`src/rtl/wb_stage_if.sv`:
```
// Bundle between the memory stage and the write-back stage: M-side capture
// inputs with pipeline control, and the register-file write port with retire count.
interface wb_stage_if #(
  parameter int CNT_W = 64
);
  logic             m_valid;
  logic [31:0]      m_instr;
  logic [31:0]      m_alu_result;
  logic [31:0]      m_mem_rdata;
  logic [31:0]      m_pc_plus4;
  logic             stall;
  logic             flush;
  logic             w_valid;
  logic             rf_we;
  logic [4:0]       rf_rd;
  logic [31:0]      rf_wdata;
  logic [CNT_W-1:0] instret;

  modport master (
    output m_valid, m_instr, m_alu_result, m_mem_rdata, m_pc_plus4, stall, flush,
    input  w_valid, rf_we, rf_rd, rf_wdata, instret
  );

  modport slave (
    input  m_valid, m_instr, m_alu_result, m_mem_rdata, m_pc_plus4, stall, flush,
    output w_valid, rf_we, rf_rd, rf_wdata, instret
  );
endinterface

```
`src/rtl/wb_stage.sv`:
```
// RV32 write-back stage: registers the M instruction, builds the register-file
// write port (load extension, result select) and keeps the retired-instruction count.
module wb_stage #(
  parameter logic [31:0] NOP_INSTR = 32'h0000_0013,
  parameter int          CNT_W     = 64
) (
  input  logic          clk,
  input  logic          rst_n,
  wb_stage_if.slave     bus
);

  localparam logic [4:0] OPC_LOAD   = 5'b00000;
  localparam logic [4:0] OPC_STORE  = 5'b01000;
  localparam logic [4:0] OPC_BRANCH = 5'b11000;
  localparam logic [4:0] OPC_JAL    = 5'b11011;
  localparam logic [4:0] OPC_JALR   = 5'b11001;

  logic             r_valid;
  logic [31:0]      r_instr;
  logic [31:0]      r_alu;
  logic [31:0]      r_rdata;
  logic [31:0]      r_pc4;
  logic [CNT_W-1:0] r_instret;

  logic [4:0]  w_opc;
  logic [4:0]  w_rd;
  logic [2:0]  w_funct3;
  logic [7:0]  w_byte;
  logic [15:0] w_half;
  logic [31:0] w_load;
  logic [31:0] w_result;
  logic        w_writes_rf;
  logic        w_unused;

  // Flush wins over stall; data fields are left as-is on flush since valid=0 gates them.
  always_ff @(posedge clk or negedge rst_n) begin
    if (!rst_n) begin
      r_valid <= 1'b0;
      r_instr <= NOP_INSTR;
      r_alu   <= '0;
      r_rdata <= '0;
      r_pc4   <= '0;
    end else if (bus.flush) begin
      r_valid <= 1'b0;
      r_instr <= NOP_INSTR;
    end else if (!bus.stall) begin
      r_valid <= bus.m_valid;
      r_instr <= bus.m_instr;
      r_alu   <= bus.m_alu_result;
      r_rdata <= bus.m_mem_rdata;
      r_pc4   <= bus.m_pc_plus4;
    end
  end

  // An instruction retires on the edge it leaves W, flushed or not, but never while stalled.
  always_ff @(posedge clk or negedge rst_n) begin
    if (!rst_n) begin
      r_instret <= '0;
    end else if (r_valid && !bus.stall) begin
      r_instret <= r_instret + 1'b1;
    end
  end

  assign w_opc    = r_instr[6:2];
  assign w_rd     = r_instr[11:7];
  assign w_funct3 = r_instr[14:12];
  assign w_unused = ^{r_instr[31:15], r_instr[1:0]};

  always_comb begin
    w_byte = r_rdata[7:0];
    case (r_alu[1:0])
      2'd0:    w_byte = r_rdata[7:0];
      2'd1:    w_byte = r_rdata[15:8];
      2'd2:    w_byte = r_rdata[23:16];
      default: w_byte = r_rdata[31:24];
    endcase
  end

  // Halfword select ignores alu[0]; misalignment is trapped upstream if at all.
  assign w_half = r_alu[1] ? r_rdata[31:16] : r_rdata[15:0];

  always_comb begin
    w_load = r_rdata;
    case (w_funct3)
      3'b000:  w_load = {{24{w_byte[7]}}, w_byte};
      3'b100:  w_load = {24'h0, w_byte};
      3'b001:  w_load = {{16{w_half[15]}}, w_half};
      3'b101:  w_load = {16'h0, w_half};
      default: w_load = r_rdata;
    endcase
  end

  always_comb begin
    w_result = r_alu;
    if (w_opc == OPC_LOAD) begin
      w_result = w_load;
    end else if ((w_opc == OPC_JAL) || (w_opc == OPC_JALR)) begin
      w_result = r_pc4;
    end
  end

  assign w_writes_rf = (w_opc != OPC_STORE) && (w_opc != OPC_BRANCH) && (w_rd != 5'd0);

  assign bus.w_valid  = r_valid;
  assign bus.rf_we    = r_valid && w_writes_rf;
  assign bus.rf_rd    = r_valid ? w_rd : 5'd0;
  assign bus.rf_wdata = r_valid ? w_result : 32'h0;
  assign bus.instret  = r_instret;

endmodule

```
`src/flat_wrapper.sv`:
```
// flat-port wrapper written by rule: the top's interface ports become plain ports
module wb_stage_flat 
#(
  parameter logic [31:0] NOP_INSTR = 32'h0000_0013,
  parameter int          CNT_W     = 64
)
  (clk, rst_n, bus_m_valid, bus_m_instr, bus_m_alu_result, bus_m_mem_rdata, bus_m_pc_plus4, bus_stall, bus_flush, bus_w_valid, bus_rf_we, bus_rf_rd, bus_rf_wdata, bus_instret);
  wb_stage_if #(.CNT_W(CNT_W)) bus_i ();
  input  logic clk;
  input  logic rst_n;
  input wire logic [$bits(bus_i.m_valid)-1:0] bus_m_valid;
  input wire logic [$bits(bus_i.m_instr)-1:0] bus_m_instr;
  input wire logic [$bits(bus_i.m_alu_result)-1:0] bus_m_alu_result;
  input wire logic [$bits(bus_i.m_mem_rdata)-1:0] bus_m_mem_rdata;
  input wire logic [$bits(bus_i.m_pc_plus4)-1:0] bus_m_pc_plus4;
  input wire logic [$bits(bus_i.stall)-1:0] bus_stall;
  input wire logic [$bits(bus_i.flush)-1:0] bus_flush;
  output wire logic [$bits(bus_i.w_valid)-1:0] bus_w_valid;
  output wire logic [$bits(bus_i.rf_we)-1:0] bus_rf_we;
  output wire logic [$bits(bus_i.rf_rd)-1:0] bus_rf_rd;
  output wire logic [$bits(bus_i.rf_wdata)-1:0] bus_rf_wdata;
  output wire logic [$bits(bus_i.instret)-1:0] bus_instret;
  assign bus_i.m_valid = bus_m_valid;
  assign bus_i.m_instr = bus_m_instr;
  assign bus_i.m_alu_result = bus_m_alu_result;
  assign bus_i.m_mem_rdata = bus_m_mem_rdata;
  assign bus_i.m_pc_plus4 = bus_m_pc_plus4;
  assign bus_i.stall = bus_stall;
  assign bus_i.flush = bus_flush;
  assign bus_w_valid = bus_i.w_valid;
  assign bus_rf_we = bus_i.rf_we;
  assign bus_rf_rd = bus_i.rf_rd;
  assign bus_rf_wdata = bus_i.rf_wdata;
  assign bus_instret = bus_i.instret;
  wb_stage #(.NOP_INSTR(NOP_INSTR), .CNT_W(CNT_W)) u_core (.clk(clk), .rst_n(rst_n), .bus(bus_i));
endmodule
```
`config.mk`:
```
export PLATFORM = sky130hd
export DESIGN_NAME = wb_stage_flat
export DESIGN_NICKNAME = d
export VERILOG_FILES = /design/src/rtl/wb_stage_if.sv /design/src/rtl/wb_stage.sv /design/src/flat_wrapper.sv
export SDC_FILE = /design/constraint.sdc
export NUM_CORES = 1
export LEC_CHECK = 0
export ABC_AREA = 1
export CAP_MARGIN = 10
export CORE_AREA = 2 2 157 159
export CTS_CLUSTER_SIZE = 8
export DETAILED_ROUTE_END_ITERATION = 10
export DIE_AREA = 0 0 159 161
export PLACE_DENSITY_LB_ADDON = 0.05
export RECOVER_POWER = 25
export SLEW_MARGIN = 5
export SYNTH_ARGS = -nofsm -noshare
export SYNTH_HDL_FRONTEND = slang
export SYNTH_SLANG_ARGS = --single-unit
```
`constraint.sdc`:
```
create_clock -name clk -period 2.4 [get_ports clk]
set_input_delay 0.48 -clock clk [delete_from_list [all_inputs] [get_ports clk]]
set_output_delay 0.48 -clock clk [all_outputs]
set_load 0.02 [all_outputs]
```
==> results.json <==
{
  "initialDrtViolationCount": 725,
  "status": "finished, violations left",
  "cts_root_buf": "clkbuf_16",
  "core.rowCount": 57,
  "tritoncts": "built",
  "maxCapViolations": 0,
  "synth_cell_types": 37,
  "finalHoldViolCount": 0,
  "die_area_sq_um": 25600,
  "synth.avg_cell_area_sq_um": 7.40,
  "hold_path_class": "in -> async",
  "worstSkewPairLatency_ns": 0.44,
  "synthTopCellsByArea": "dfrtp_1 46%, nand2_1 19%, inv_1 5.6%, o21ai_0 5.1%, nor2_1 4.0%",
  "crit_type": "reg -> out",
  "synth_edf_count": 0,
  "report.final.slew_viol_count": 0,
  "synth_seq_cells": 174,
  "dp_slack_ns": -0.255,
  "syn-instance-count": 1267,
  "slew-limit-headroom": 0.0999,
  "numPortBuffers": 216,
  "overflow": 0,
  "violations": "negative setup slack",
  "min_period_ns": 2.56,
  "die_h_um": 161,
  "finalPower_mw": 7.87,
  "htreeDepth": 4,
  "cts_made_buffers": 17,
  "routedWlPerCell_um": 16.7,
  "worst_path_max_delay_cell": "dfrtp_1",
  "max-vdd-ir-drop_uv": 584,
  "setup_viol": 32,
  "crit_arrival_ns": 2.08,
  "setup_slack_ns": -0.160,
  "num_io_pins": 236,
  "syn_nets": 1401,
  "critPathCaptureType": "output pin",
  "layout.cells.non_filler": 1865,
  "fill_cells": 2329,
  "timing.final.crit_share": 1.07,
  "grt_pass1_wl_um": 49800,
  "seq_area_frac_synth": 0.465,
  "grt_pass1_vias": 8916,
  "critPathMaxFanout": 8,
  "hold-worst-slack_ns": 0.321,
  "power_leakage_nw": 6.10,
  "grt_use_total": 0.247,
  "dpl_cell_area_sq_um": 12300,
  "crit_required_ns": 1.92,
  "chipWidth_um": 159,
  "vias": 9125,
  "n_antenna_cell": 0,
  "fmax_ghz": 0.391,
  "path_cells": "buf_4 -> nand2_1 -> nand2_1 -> a31oi_4 -> nand2_8 -> buf_12 -> buf_4 -> nand2_1 -> a21oi_2 -> buf_4",
  "wl_um": 31200,
  "fin_area_sq_um": 13500,
  "yosys_warnings": 0,
  "placed_cells_incl_taps": 1815,
  "cellPowerDensity_nw_per_um2": 583,
  "final_layout_size_suffix_gt1_frac": 0.160,
  "drt_first_pass_iters": 5,
  "clockBufferDepth": 2,
  "final_common_cell": "nand2_1",
  "clock-sinks": 174,
  "synth_top_area_cell": "dfrtp_1",
  "ys.flop_type": "dfrtp_1",
  "start_util": 0.391,
  "rsz0062_at_grt": "yes",
  "antenna_found_initial": 0,
  "gp_congestion": 0.862,
  "critPathMaxStageDelay_ns": 0.43,
  "hpwl_um": 22200,
  "cts.clk_slew.worst_paths_ns": 0.08,
  "startpoint_type": "flop",
  "fin_skew_ns": 0.0181,
  "postCtsHoldBufs": 0,
  "tightest_slew_ns": 1.35,
  "final_cell_mix": "439 x nand2_1, 182 x clkdlybuf4s50_1, 171 x dfrtp_1",
  "grt_max_degree": 81,
  "drc": 0,
  "drtAntennaViolNets": 0,
  "core_sq_um": 24000,
  "nets": 1662,
  "viasPerCell": 4.89,
  "synthesis.area_sq_um": 9380,
  "async_reset_ff_frac": 1.00,
  "area_delta_synth_final_pct": 44.0,
  "synth_top_cell_area_share": 0.462
}
## worst max-delay path: cells and delay by family, from the launching register on
| kind | cells | cell delay (ns) |
|---|---|---|
| AOI/OAI and AO/OA | 2 | 0.28 |
| and+or+nand+nor | 4 | 0.34 |
| buffers and inverters | 4 | 0.59 |
| DFF | 1 | 0.43 |
## metal layers
layer | global-route usage | wire length (um)
met1 | 0.386 | 15800
met2 | 0.353 | 13200
met3 | 0.0390 | 1790
met4 | 0.0624 | 429
met5 | 0 | 0
## path summary, 6_finish.rpt
kind                       cells past startpoint  slack (ns)                      to                from
max                                           10       -0.16        bus_rf_wdata[31]     u_core.r_alu[1]
min                                            1        0.32      u_core.r_instr[10]               rst_n
max reg2reg                                   10        0.38  u_core.bus.instret[58]  u_core.bus.w_valid
min reg2reg                                    2        0.47        u_core.r_alu[21]    u_core.r_alu[21]
max in group asynchronous                      2        0.49  u_core.bus.instret[21]               rst_n
min in group clk                               2        0.47        u_core.r_alu[21]    u_core.r_alu[21]
## kinds of logic (layout without fill, tap and decap cells)
group,count (synthesis),in the layout,share of synthesized area
simple gates,670,670,0.301
compound gates,184,184,0.109
buf+inv,192,466,0.0811
xor+xnor,46,46,0.0430
fa+ha+maj,1,1,0.00133
flops,174,174,0.465
## area by class of cell
type	count	area, sq um	area share
sequential	174	4360	0.323
inverter	143	539	0.0399
timing repair buffer	291	2990	0.221
tap	324	405	0.0300
multi-input combinational	901	4630	0.343
clock inverter	14	144	0.0107
clock buffer	18	439	0.0325
## stage by stage
stage / utilization / setup TNS (ns)
floorplan: - / 0
global route: 0.563 / -5.21
CTS: 0.551 / -2.48
finish: 0.563 / -2.51
detailed placement: 0.512 / -5.36
global placement: 0.512 / -5.96
## power by group
part           switching (mW)  internal [mW]  total, mW  leakage (nW)
clock network            1.38           1.42       2.80         0.286
logic                   0.966          0.750       1.72          3.59
registers               0.171           3.19       3.36          2.23
total                    2.51           5.36       7.87          6.10
## cells in the mapped netlist (all sizes together) (3+ instances only)
| cell | count |
|---|---|
| nor3 | 12 |
| clkbuf | 26 |
| nand3b | 8 |
| buf | 23 |
| inv | 143 |
| o211ai | 30 |
| o21ai | 97 |
| nand2 | 470 |
| nor2 | 113 |
| dfrtp | 173 |
| xor2 | 24 |
| nand4 | 22 |
| xnor2 | 22 |
| a22o | 3 |
| nand3 | 41 |
| a31oi | 3 |
| a21oi | 48 |
## flip-flops by register name, summed over array words and instances (netlist names)
register            count
u_core.bus.instret     64
u_core.r_alu           32
u_core.r_pc4           32
u_core.r_rdata         32
u_core.r_instr         13
u_core.bus.w_valid      1
## timing repair
| item | CTS | global route |
|---|---|---|
| pin swaps | 12 | 33 |
| hold endpoints to repair | 0 | 0 |
| endpoints found under the setup margin | 38 | 32 |
| cloned | 6 | 1 |
| gates resized for setup | 226 | 80 |
| buffers inserted | 4 | 8 |
(Power assumes the default switching activity.)
